--- config.mk ---
export PLATFORM = sky130hd
export DESIGN_NAME = instr_sequencer
export DESIGN_NICKNAME = d
export VERILOG_FILES = /design/src/rtl/instr_sequencer.sv
export SDC_FILE = /design/constraint.sdc
export NUM_CORES = 1
export LEC_CHECK = 0
export CAP_MARGIN = 20
export CORE_ASPECT_RATIO = 0.7
export CORE_MARGIN = 2
export CORE_UTILIZATION = 41
export CTS_BUF_LIST = sky130_fd_sc_hd__clkbuf_2
export DETAILED_ROUTE_END_ITERATION = 6
export PLACE_DENSITY = 0.88
export SLEW_MARGIN = 10
export SYNTH_ARGS = -nofsm -noshare
export SYNTH_HDL_FRONTEND = slang
export SYNTH_SLANG_ARGS = --single-unit
--- constraint.sdc ---
create_clock -name Clock -period 3.37 [get_ports Clock]
set_input_delay 0.8425 -clock Clock [delete_from_list [all_inputs] [get_ports Clock]]
set_output_delay 0.8425 -clock Clock [all_outputs]
set_load 0.05 [all_outputs]
--- src/rtl/instr_sequencer.sv ---
// rtl/instr_sequencer.sv - hardwired fetch/execute control unit for the Datapath
module instr_sequencer #(
    parameter int CNT_W = 16
) (
    input  logic             Clock,
    input  logic             Clear,
    input  logic             Start,
    input  logic             Mem_Wait,
    input  logic [31:0]      IR_Q,
    output logic             PC_Out,
    output logic             MAR_In,
    output logic             IncPC,
    output logic             Z_In,
    output logic             ZLO_Out,
    output logic             ZHI_Out,
    output logic             PC_In,
    output logic             Read,
    output logic             MDR_In,
    output logic             MDR_Out,
    output logic             IR_In,
    output logic             Y_In,
    output logic             Gra,
    output logic             Grb,
    output logic             Grc,
    output logic             R_In,
    output logic             R_Out,
    output logic             HI_In,
    output logic             LO_In,
    output logic             HI_Out,
    output logic             LO_Out,
    output logic [4:0]       CONTROL,
    output logic             Run,
    output logic             Illegal,
    output logic [CNT_W-1:0] Instr_Count
);

    localparam logic [3:0] S_IDLE = 4'd0;
    localparam logic [3:0] S_T0   = 4'd1;
    localparam logic [3:0] S_T1   = 4'd2;
    localparam logic [3:0] S_T2   = 4'd3;
    localparam logic [3:0] S_T3   = 4'd4;
    localparam logic [3:0] S_T4   = 4'd5;
    localparam logic [3:0] S_T5   = 4'd6;
    localparam logic [3:0] S_T6   = 4'd7;
    localparam logic [3:0] S_HALT = 4'd8;

    logic [3:0]       state_q, state_d;
    logic [CNT_W-1:0] count_q;
    logic             retire;

    logic [4:0] opcode;
    logic       is_alu, is_muldiv, is_mfhi, is_mflo, is_nop, is_halt;
    logic [4:0] alu_ctrl;

    assign opcode = IR_Q[31:27];

    always_comb begin
        is_alu    = 1'b0;
        is_muldiv = 1'b0;
        is_mfhi   = 1'b0;
        is_mflo   = 1'b0;
        is_nop    = 1'b0;
        is_halt   = 1'b0;
        alu_ctrl  = 5'b00000;
        case (opcode)
            5'b00000: begin is_alu = 1'b1;    alu_ctrl = 5'b00000; end
            5'b00001: begin is_alu = 1'b1;    alu_ctrl = 5'b00001; end
            5'b00010: begin is_alu = 1'b1;    alu_ctrl = 5'b00100; end
            5'b00011: begin is_alu = 1'b1;    alu_ctrl = 5'b00101; end
            5'b01001: begin is_muldiv = 1'b1; alu_ctrl = 5'b00010; end
            5'b01010: begin is_muldiv = 1'b1; alu_ctrl = 5'b00011; end
            5'b10000: is_mfhi = 1'b1;
            5'b10001: is_mflo = 1'b1;
            5'b11000: is_nop  = 1'b1;
            5'b11001: is_halt = 1'b1;
            default:  ;
        endcase
    end

    // Outputs are pure Moore decode of state (plus IR in execute), so an async
    // Clear that forces IDLE drops every strobe within the same cycle.
    always_comb begin
        state_d = state_q;
        retire  = 1'b0;
        PC_Out  = 1'b0; MAR_In  = 1'b0; IncPC   = 1'b0; Z_In    = 1'b0;
        ZLO_Out = 1'b0; ZHI_Out = 1'b0; PC_In   = 1'b0; Read    = 1'b0;
        MDR_In  = 1'b0; MDR_Out = 1'b0; IR_In   = 1'b0; Y_In    = 1'b0;
        Gra     = 1'b0; Grb     = 1'b0; Grc     = 1'b0; R_In    = 1'b0;
        R_Out   = 1'b0; HI_In   = 1'b0; LO_In   = 1'b0; HI_Out  = 1'b0;
        LO_Out  = 1'b0; CONTROL = 5'b00000; Run = 1'b0; Illegal = 1'b0;
        case (state_q)
            S_IDLE, S_HALT: begin
                if (Start) state_d = S_T0;
            end
            S_T0: begin
                Run = 1'b1; PC_Out = 1'b1; MAR_In = 1'b1; IncPC = 1'b1; Z_In = 1'b1;
                state_d = S_T1;
            end
            S_T1: begin
                Run = 1'b1; ZLO_Out = 1'b1; PC_In = 1'b1; Read = 1'b1; MDR_In = 1'b1;
                if (!Mem_Wait) state_d = S_T2;
            end
            S_T2: begin
                Run = 1'b1; MDR_Out = 1'b1; IR_In = 1'b1;
                state_d = S_T3;
            end
            S_T3: begin
                Run = 1'b1;
                if (is_alu || is_muldiv) begin
                    Grb = 1'b1; R_Out = 1'b1; Y_In = 1'b1;
                    state_d = S_T4;
                end else if (is_mfhi || is_mflo) begin
                    HI_Out = is_mfhi; LO_Out = is_mflo; Gra = 1'b1; R_In = 1'b1;
                    retire = 1'b1; state_d = S_T0;
                end else if (is_nop) begin
                    retire = 1'b1; state_d = S_T0;
                end else if (is_halt) begin
                    retire = 1'b1; state_d = S_HALT;
                end else begin
                    Illegal = 1'b1; state_d = S_T0;
                end
            end
            S_T4: begin
                Run = 1'b1; Grc = 1'b1; R_Out = 1'b1; Z_In = 1'b1; CONTROL = alu_ctrl;
                state_d = S_T5;
            end
            S_T5: begin
                Run = 1'b1; ZLO_Out = 1'b1;
                if (is_muldiv) begin
                    LO_In = 1'b1; state_d = S_T6;
                end else begin
                    Gra = 1'b1; R_In = 1'b1; retire = 1'b1; state_d = S_T0;
                end
            end
            S_T6: begin
                Run = 1'b1; ZHI_Out = 1'b1; HI_In = 1'b1;
                retire = 1'b1; state_d = S_T0;
            end
            default: state_d = S_IDLE;
        endcase
    end

    always_ff @(posedge Clock or posedge Clear) begin
        if (Clear) begin
            state_q <= S_IDLE;
            count_q <= '0;
        end else begin
            state_q <= state_d;
            if (retire) count_q <= count_q + CNT_W'(1);
        end
    end

    assign Instr_Count = count_q;

endmodule
=== Word level (Yosys, flattened, before mapping) ===
Cells that the tools add are included.

* Bits in registers: 20
* Latch bits: 0
* RAM bits: 0
* ROM bits: 0
* Bits of input ports: 36
* Word-level logic and storage cells: 82
* Memories kept: 0

* Add/sub/neg operators: 1
* Multiply operators: 0
* Divide/modulo/power cells: 0
* Magnitude comparators: 0
* Eq/ne operators: 19
* Shift-type cells: 0
* Muxes and demuxes: 49
* Bitwise operators: 0
* Reduce and logical (&&, ||, !) cells: 11

{| class="wikitable"
|+ Operator list
! kind !! number
|-
| $mux W1 || 36
|-
| $pmux W4 S8 || 1
|-
| $mux W4 || 6
|-
| $eq A5 B5 Y1 const B || 4
|-
| $add A16 B1 Y16 const B || 1
|-
| $eq A4 B3 Y1 const B || 4
|-
| $pmux W3 S5 || 1
|-
| $eq A5 B2 Y1 const B || 2
|-
| $eq A5 B4 Y1 const B || 2
|-
| $eq A4 B2 Y1 const B || 2
|-
| $reduce_or A2 Y1 || 4
|-
| $reduce_or A7 Y1 || 1
|-
| $eq A5 B1 Y1 const B || 1
|-
| $logic_not A5 Y1 || 1
|-
| $mux W5 || 1
|-
| $eq A4 B1 Y1 const B || 1
|-
| $eq A4 B4 Y1 const B || 1
|-
| $logic_not A4 Y1 || 1
|-
| $ne A2 B2 Y1 const B || 2
|-
| $pmux W1 S2 || 2
|-
| $reduce_or A4 Y1 || 1
|-
| $mux W3 || 1
|-
| $pmux W1 S3 || 1
|-
| $logic_or A1 B1 Y1 || 2
|-
| $reduce_and A2 Y1 || 1
|}

=== Longest topological paths before layout ===
Gate-level depths: netlist of the first run.

* Depth after elaboration: 7
* Depth in mapped cells: 7
* Depth with buffers taken out: 5

=== Worst setup path before layout of the first run ===
OpenSTA, ideal clock, no wires.

* Path type: register to output
* From: register state_q[1]
* To: output port CONTROL[2]
* Arrival time: 3129 ps
* Data required time: 2528 ps
* Slack: -601 ps
* Cell stages (with the launch flop): 6
* Path buffers: 1
* Cell sequence: dfrtp_1 -> buf_2 -> nor3b_2 -> and2_1 -> nand2_1 -> nor3b_1

* Cells in the longest elaborated chain, start to end: 2

{| class="wikitable"
|+ RTL lines
! what !! line !! RTL
|-
| from (decl) || 47 || <nowiki>logic [3:0] state_q, state_d;</nowiki>
|-
| from (signal assigned) || 148 || <nowiki>state_q <= state_d;</nowiki>
|-
| $eq A4 B3 Y1 || 91 || <nowiki>case (state_q)</nowiki>
|-
| $mux W5 || 91 ||
|-
| to (decl) || 31 || <nowiki>output logic [4:0] CONTROL,</nowiki>
|}

Every way passes these cells.

=== Final worst setup path of the first run ===
* From: input port IR_Q[28]
* To: output port Gra

* Cells in the longest elaborated chain, start to end: 6
* Elaborated cells on any way between the ends: 20

{| class="wikitable"
|+ RTL lines
! what !! line !! RTL
|-
| from (decl) || 9 || <nowiki>input logic [31:0] IR_Q,</nowiki>
|-
| $eq A5 B2 Y1 (tied with other cells) || 65 || <nowiki>case (opcode)</nowiki>
|-
| $reduce_or A4 Y1 (no line) (tied with other cells) || -- ||
|-
| $mux W1 / $logic_or A1 B1 Y1 (equally long branches) || 65, 112 ||
|-
| $logic_or A1 B1 Y1 / $mux W1 (equally long branches) || 109, 112 ||
|-
| $mux W1 || 109 || <nowiki>if (is_alu || is_muldiv) begin</nowiki>
|-
| $pmux W1 S2 (*) || 91 ||
|-
| to (decl) || 22 || <nowiki>output logic Gra,</nowiki>
|}

Mark *: on every way between the ends. The rest lies on a longest branch, timed or not.

==> flow_metrics.py, run 1 <==
metrics = {
    "yosys": {
        "yosysSeqAreaShare": 0.387,
        "avgSynthCellArea_um2": 10.0,
        "netlist_top_cells_area": "dfrtp_1 39%, xnor2_1 8.8%, buf_4 5.8%",
        "synth_top_area_frac": 0.387,
        "syn_area_um2": 1290,
        "yosys_register_bits": 20,
        "syn_inst": 129,
        "async_flop_share": 1.00,
        "yosys_warnings": 0,
        "synth_top_area_cell": "dfrtp_1",
        "ys_types": 42,
        "synth_edf_count": 0,
        "synth_flop_cell": "dfrtp_1",
    },
    "die": {
        "die_h_um": 51,
        "fp.dieW_um": 71.1,
        "start_util": 0.419,
        "ioPinCount": 80,
        "fp.dieArea_um2": 3630,
        "rows": 17,
        "core_um2": 3080,
    },
    "clock_network": {
        "numCtsBuffers": 3,
        "cts_resized": 0,
        "cts-root-buf": "clkbuf_2",
        "cts.clk_slew.worst_paths_ns": 0.19,
        "cts_max_level": 1,
        "clockBufferDepth": 2,
        "hold_buffers": 0,
        "post_cts_buffers": 0,
        "clock_latency_ns": 0.32,
        "clock_sinks": 20,
        "cts_tree": "done",
    },
    "drt": {
        "route.met3.wl_um": 166,
        "ant_nets": 0,
        "avgRoutedWirePerCell_um": 14.1,
        "drc_errors": 0,
        "drtPass1Iterations": 4,
        "wl_met1_um": 1350,
        "wl_um": 3030,
        "wl_met2_um": 1510,
        "drtIter0Drc": 85,
        "dr_total_vias": 1083,
        "maxUsedRoutingLayer": "met3",
        "vias_per_cell": 5.06,
    },
    "placement": {
        "dp_worst_setup_slack_ns": 0.0673,
        "dp_hpwl_um": 2380,
        "post_dp_cell_area_um2": 1930,
        "io_buffers": 50,
        "place.gp.congestion": 0.784,
        "dp.cells": 210,
    },
    "setup_path": {
        "cp_num_buf_inv": 3,
        "crit_path_max_fanout": 3,
        "arrival_ns": 2.40,
        "worstSetupPathType": "in2out",
        "max_stage_delay_ns": 0.53,
        "critical_path.cell_chain": "clkdlybuf4s50_1, nor2_1, nand2_1, or4_4, o31ai_2, buf_4, buf_12",
        "worstPathRequired_ns": 2.53,
        "critPathLaunchType": "primary input",
        "crit_slowest_cell": "or4_4",
        "endpoint_kind": "output pin",
        "path_delay_family": "simple AND/OR/NAND/NOR gates",
    },
    "final_layout": {
        "nFillCells": 240,
        "layout-drive-gt1-share": 0.256,
        "fin_area_um2": 1950,
        "final_cells": 214,
        "area_growth_pct": 51.1,
        "diodes": 0,
        "nNetsFinal": 214,
        "regArea_um2": 500,
        "multiInputGateArea_um2": 692,
        "fin_util": 0.634,
    },
    "timing": {
        "fin_ws_ns": 0.123,
        "rsz0062_at_grt": "no",
        "final_max_slew_viol_count": 0,
        "min_period_over_period": 0.963,
        "fin_crit_ns": 3.25,
        "fin_skew_ns": 0.0133,
        "hold_viol_final": 0,
        "maxSlewHeadroom": 0.506,
        "fmax_ghz": 0.308,
        "worst_pin_slew_ns": 0.740,
        "setup_viol": 0,
    },
    "grt": {
        "antenna_found_initial": 0,
        "grt_pass1_vias": 1044,
        "grt_max_degree": 21,
        "grt_pass1_wl_um": 5110,
        "track_usage": 0.179,
        "grt_overflow": 0,
    },
    "power_and_ir_drop": {
        "p_per_area_nw_per_um2": 698,
        "totalPowerFinal_w": 0.00136,
        "cellLeakagePower_nw": 0.829,
        "vdd_drop_max_mv": 0.596,
    },
    "min_path": {
        "hold_class": "reg2reg",
    },
    "run_status": {
        "status": "finished clean",
    },
    "flow_run": {
        "maxCapViolations": 0,
    },
}
## routing by layer
metal  global-route usage  vias up
li1                     -      526
met3               0.0513        0
met1                0.238      521
met5                    0        -
met4              0.00943        0
met2                0.307       36
## final cells by class
| type | count | area share |
|---|---|---|
| well taps | 38 | 0.0243 |
| clock inverters | 1 | 0.00192 |
| inverters | 4 | 0.00768 |
| repair buffers | 58 | 0.348 |
| flip-flops and latches | 20 | 0.256 |
| multi-input cells | 90 | 0.354 |
| clock buffers | 3 | 0.00768 |
## worst paths after layout
check	start	end	slack (ns)	cells past startpoint
setup / recovery	IR_Q[28]	Gra	0.12	7
hold / removal	Instr_Count[11]	Instr_Count[11]	0.51	1
setup reg to reg	state_q[3]	Instr_Count[1]	1.48	4
hold reg to reg	Instr_Count[11]	Instr_Count[11]	0.51	1
max in group asynchronous	Clear	Instr_Count[1]	1.98	2
min in group asynchronous	Clear	state_q[1]	0.92	2
## sequential cells by signal, indices dropped and copies added (netlist names)
name and count:
state_q 4, Instr_Count 16
## cell families (layout without fill, tap and decap cells)
logic type      after synthesis  in the layout  share of synthesized area
compound gates                8              8                     0.0503
xor+xnor                     16             16                      0.114
fa+ha+maj                     1              1                    0.00967
buf+inv                      20             66                      0.102
flops                        20             20                      0.387
mux                           2              2                     0.0164
other cells                   1              2                    0.00290
simple gates                 61             61                      0.318
## through the flow
step	TNS, ns	hold slack, ns
global route	0	0.540
CTS	0	0.511
floorplan	-0.151	0.611
detailed placement	0	0.485
finish	0	0.505
global placement	0	0.483
## cell usage in the layout (no fill, tap or decap), types with 3 or more instances in the layout
master            n
xnor2_1          13
and3_1            5
and2_1            3
and4_1            3
buf_12           12
nor3b_2           3
nor3_1            3
buf_4             8
nand2_1           5
dfrtp_1          20
nand3_2           6
nand4_1           6
inv_1             4
clkdlybuf4s50_1  38
clkbuf_2          3
nand3_1           3
nor2_1            8
## cells in the mapped netlist (4+ instances only)
library cell and n:
buf_4 10, nand2_1 5, inv_1 4, xnor2_1 13, nand3_2 6, dfrtp_1 20
and3_1 5, nor2b_1 4, nand4_1 6, nor2_1 9
## power by group
| part | leakage [nW] | internal [W] | switching [W] |
|---|---|---|---|
| clock | 0.0140 | 0.0000258 | 0.0000739 |
| combinational | 0.546 | 0.000320 | 0.000582 |
| sequential | 0.269 | 0.000283 | 0.0000797 |
Note: power is estimated with default switching activity, not from simulation.
==> run 2: changes to the inputs <==
CELL_PAD_IN_SITES_DETAIL_PLACEMENT = 0   (was unset)
CELL_PAD_IN_SITES_GLOBAL_PLACEMENT = 1   (was unset)
CORE_UTILIZATION = 29   (was 41)
PLACE_DENSITY = unset   (was 0.88)
PLACE_DENSITY_LB_ADDON = 0.1   (was unset)
==> run 2 against run 1 <==
Hold slack better by 0.0040 ns. Critical path type unchanged. Setup slack worse by 0.026 ns. Fmax is 0.79% lower. Critical path depth is 1 lower. Sequential share of layout area is 0.29 points lower.
==> flow_metrics.py, run 2 (synthesized netlist as in run 1, its figures left out) <==
metrics = {
    "drt": {
        "drc_errors": 0,
        "drtIter0Drc": 29,
        "ant_nets": 0,
        "wl_um": 2930,
        "drtPass1Iterations": 4,
        "dr_total_vias": 1046,
        "avgRoutedWirePerCell_um": 12.7,
        "vias_per_cell": 4.55,
    },
    "power_and_ir_drop": {
        "comb_power_share": 0.656,
        "p_sw_frac": 0.539,
        "switchingPower_w": 0.000730,
        "p_int_w": 0.000625,
        "cellLeakagePower_nw": 0.824,
        "vdd_drop_max_mv": 0.549,
        "clkPwrFrac": 0.074,
        "totalPowerFinal_w": 0.00136,
        "pwr-share-seq": 0.270,
        "p_per_area_nw_per_um2": 686,
    },
    "final_layout": {
        "area_growth_pct": 52.8,
        "nNetsFinal": 213,
        "layout_commonest_cell": "clkdlybuf4s50_1",
        "diodes": 0,
        "multiInputGateArea_um2": 701,
        "layout_common_cells": "38 x clkdlybuf4s50_1, 20 x dfrtp_1, 13 x xnor2_1, 12 x buf_12, 8 x nor2_1",
        "largest_reg_flops": 16,
        "fin_util": 0.459,
        "nFillCells": 415,
        "regArea_um2": 500,
        "layout-drive-gt1-share": 0.251,
    },
    "flow_run": {
        "maxCapViolations": 0,
    },
    "die": {
        "fp.dieArea_um2": 5020,
        "die_h_um": 59.9,
        "start_util": 0.301,
        "core_um2": 4300,
        "fp.dieW_um": 83.8,
        "ioPinCount": 80,
        "rows": 20,
    },
    "setup_path": {
        "worstSetupPathType": "in2out",
        "endpoint_kind": "output pin",
        "crit_path_max_fanout": 4,
        "critPathLaunchType": "primary input",
        "worstPathRequired_ns": 2.53,
        "worstRegToRegCells": 4,
        "arrival_ns": 2.43,
    },
    "grt": {
        "track_usage": 0.120,
        "grt_pass1_vias": 998,
        "grt_overflow": 0,
        "grt_pass1_wl_um": 4790,
        "grt_max_degree": 21,
        "antenna_found_initial": 0,
    },
    "clock_network": {
        "cts_tree": "done",
        "cts_max_level": 1,
        "numCtsBuffers": 3,
        "clock_latency_ns": 0.31,
        "clockBufferDepth": 2,
        "hold_buffers": 0,
        "post_cts_buffers": 0,
        "cts-root-buf": "clkbuf_2",
        "clock_sinks": 20,
        "cts.clk_slew.worst_paths_ns": 0.20,
    },
    "min_path": {
        "hold_class": "reg2reg",
        "whs_path_depth": 1,
    },
    "placement": {
        "place.gp.congestion": 0.758,
        "dp_hpwl_um": 2290,
        "io_buffers": 50,
        "dp_worst_setup_slack_ns": 0.0415,
    },
    "run_status": {
        "status": "finished clean",
    },
    "timing": {
        "min_period_over_period": 0.971,
        "fin_setup_tns_ns": 0,
        "setup_viol": 0,
        "holdWs_ns": 0.509,
        "maxSlewHeadroom": 0.487,
        "fin_ws_ns": 0.0973,
        "hold_viol_final": 0,
        "fmax_ghz": 0.306,
        "worst_pin_slew_ns": 0.769,
        "fin_skew_ns": 0.0113,
        "fin_crit_ns": 3.27,
        "rsz0062_at_grt": "no",
        "final_max_slew_viol_count": 0,
    },
}
==> run 2: cell count changes in the layout (fill, tap and decap cells not counted) <==
cell     previous run  this run
buf_4               8         7
o31ai_2             1         0
o31ai_4             0         1
==> run 2: area by class of cell <==
class | count | share of cell area
Timing Repair Buffer | 57 | 0.341
Sequential cell | 20 | 0.253
Inverter | 4 | 0.00759
Clock buffer | 3 | 0.00759
Tap cell | 55 | 0.0348
Multi-Input combinational cell | 90 | 0.354
Clock inverter | 1 | 0.00190
==> run 2: metal layers <==
metal	part of all wire	vias up	wire, µm	track usage
li1	-	525	-	-
met1	0.52	492	1520	0.177
met2	0.43	29	1270	0.177
met3	0.048	0	141	0.0373
met4	0	0	0	0.0138
met5	0	-	0	0
==> run 2: final timing paths <==
check	slack, ns	startpoint	endpoint
max in group asynchronous	1.96	Clear	Instr_Count[9]
max reg2reg	1.44	state_q[3]	Instr_Count[1]
max	0.1	IR_Q[28]	HI_Out
min reg2reg	0.51	Instr_Count[15]	Instr_Count[15]
min	0.51	Instr_Count[15]	Instr_Count[15]
min in group asynchronous	0.93	Clear	Instr_Count[8]
==> run 2: per-stage QoR <==
step | instance area, µm² | cells
after floorplan | 1320 | 130
after global placement | 1940 | 226
after detailed placement | 1940 | 226
after CTS | 1960 | 230
after global routing | 1980 | 230
final | 1980 | 230
==> run 2: critical path, stage by stage <==
cell	delay (ns)
clkdlybuf4s50_1	0.47
nor2_1	0.15
nand2_1	0.08
or4_4	0.52
nor2_1	0.19
buf_12	0.16
==> run 2: timing repair <==
| item | CTS | global route |
|---|---|---|
| endpoints found under the hold margin | 0 | 0 |
| resized for setup | 0 | 3 |
| setup endpoints to repair | 0 | 4 |
==> run 2: power by group through the flow <==
stage	Clock, W	Sequential (W)	Combinational, W
finish	0.0000998	0.000366	0.000889
global route	0.000118	0.000376	0.000934
CTS	0.000105	0.000364	0.000895
detailed placement	0	0.000368	0.000892
global placement	0	0.000364	0.000890
floorplan	0	0.000415	0.000601
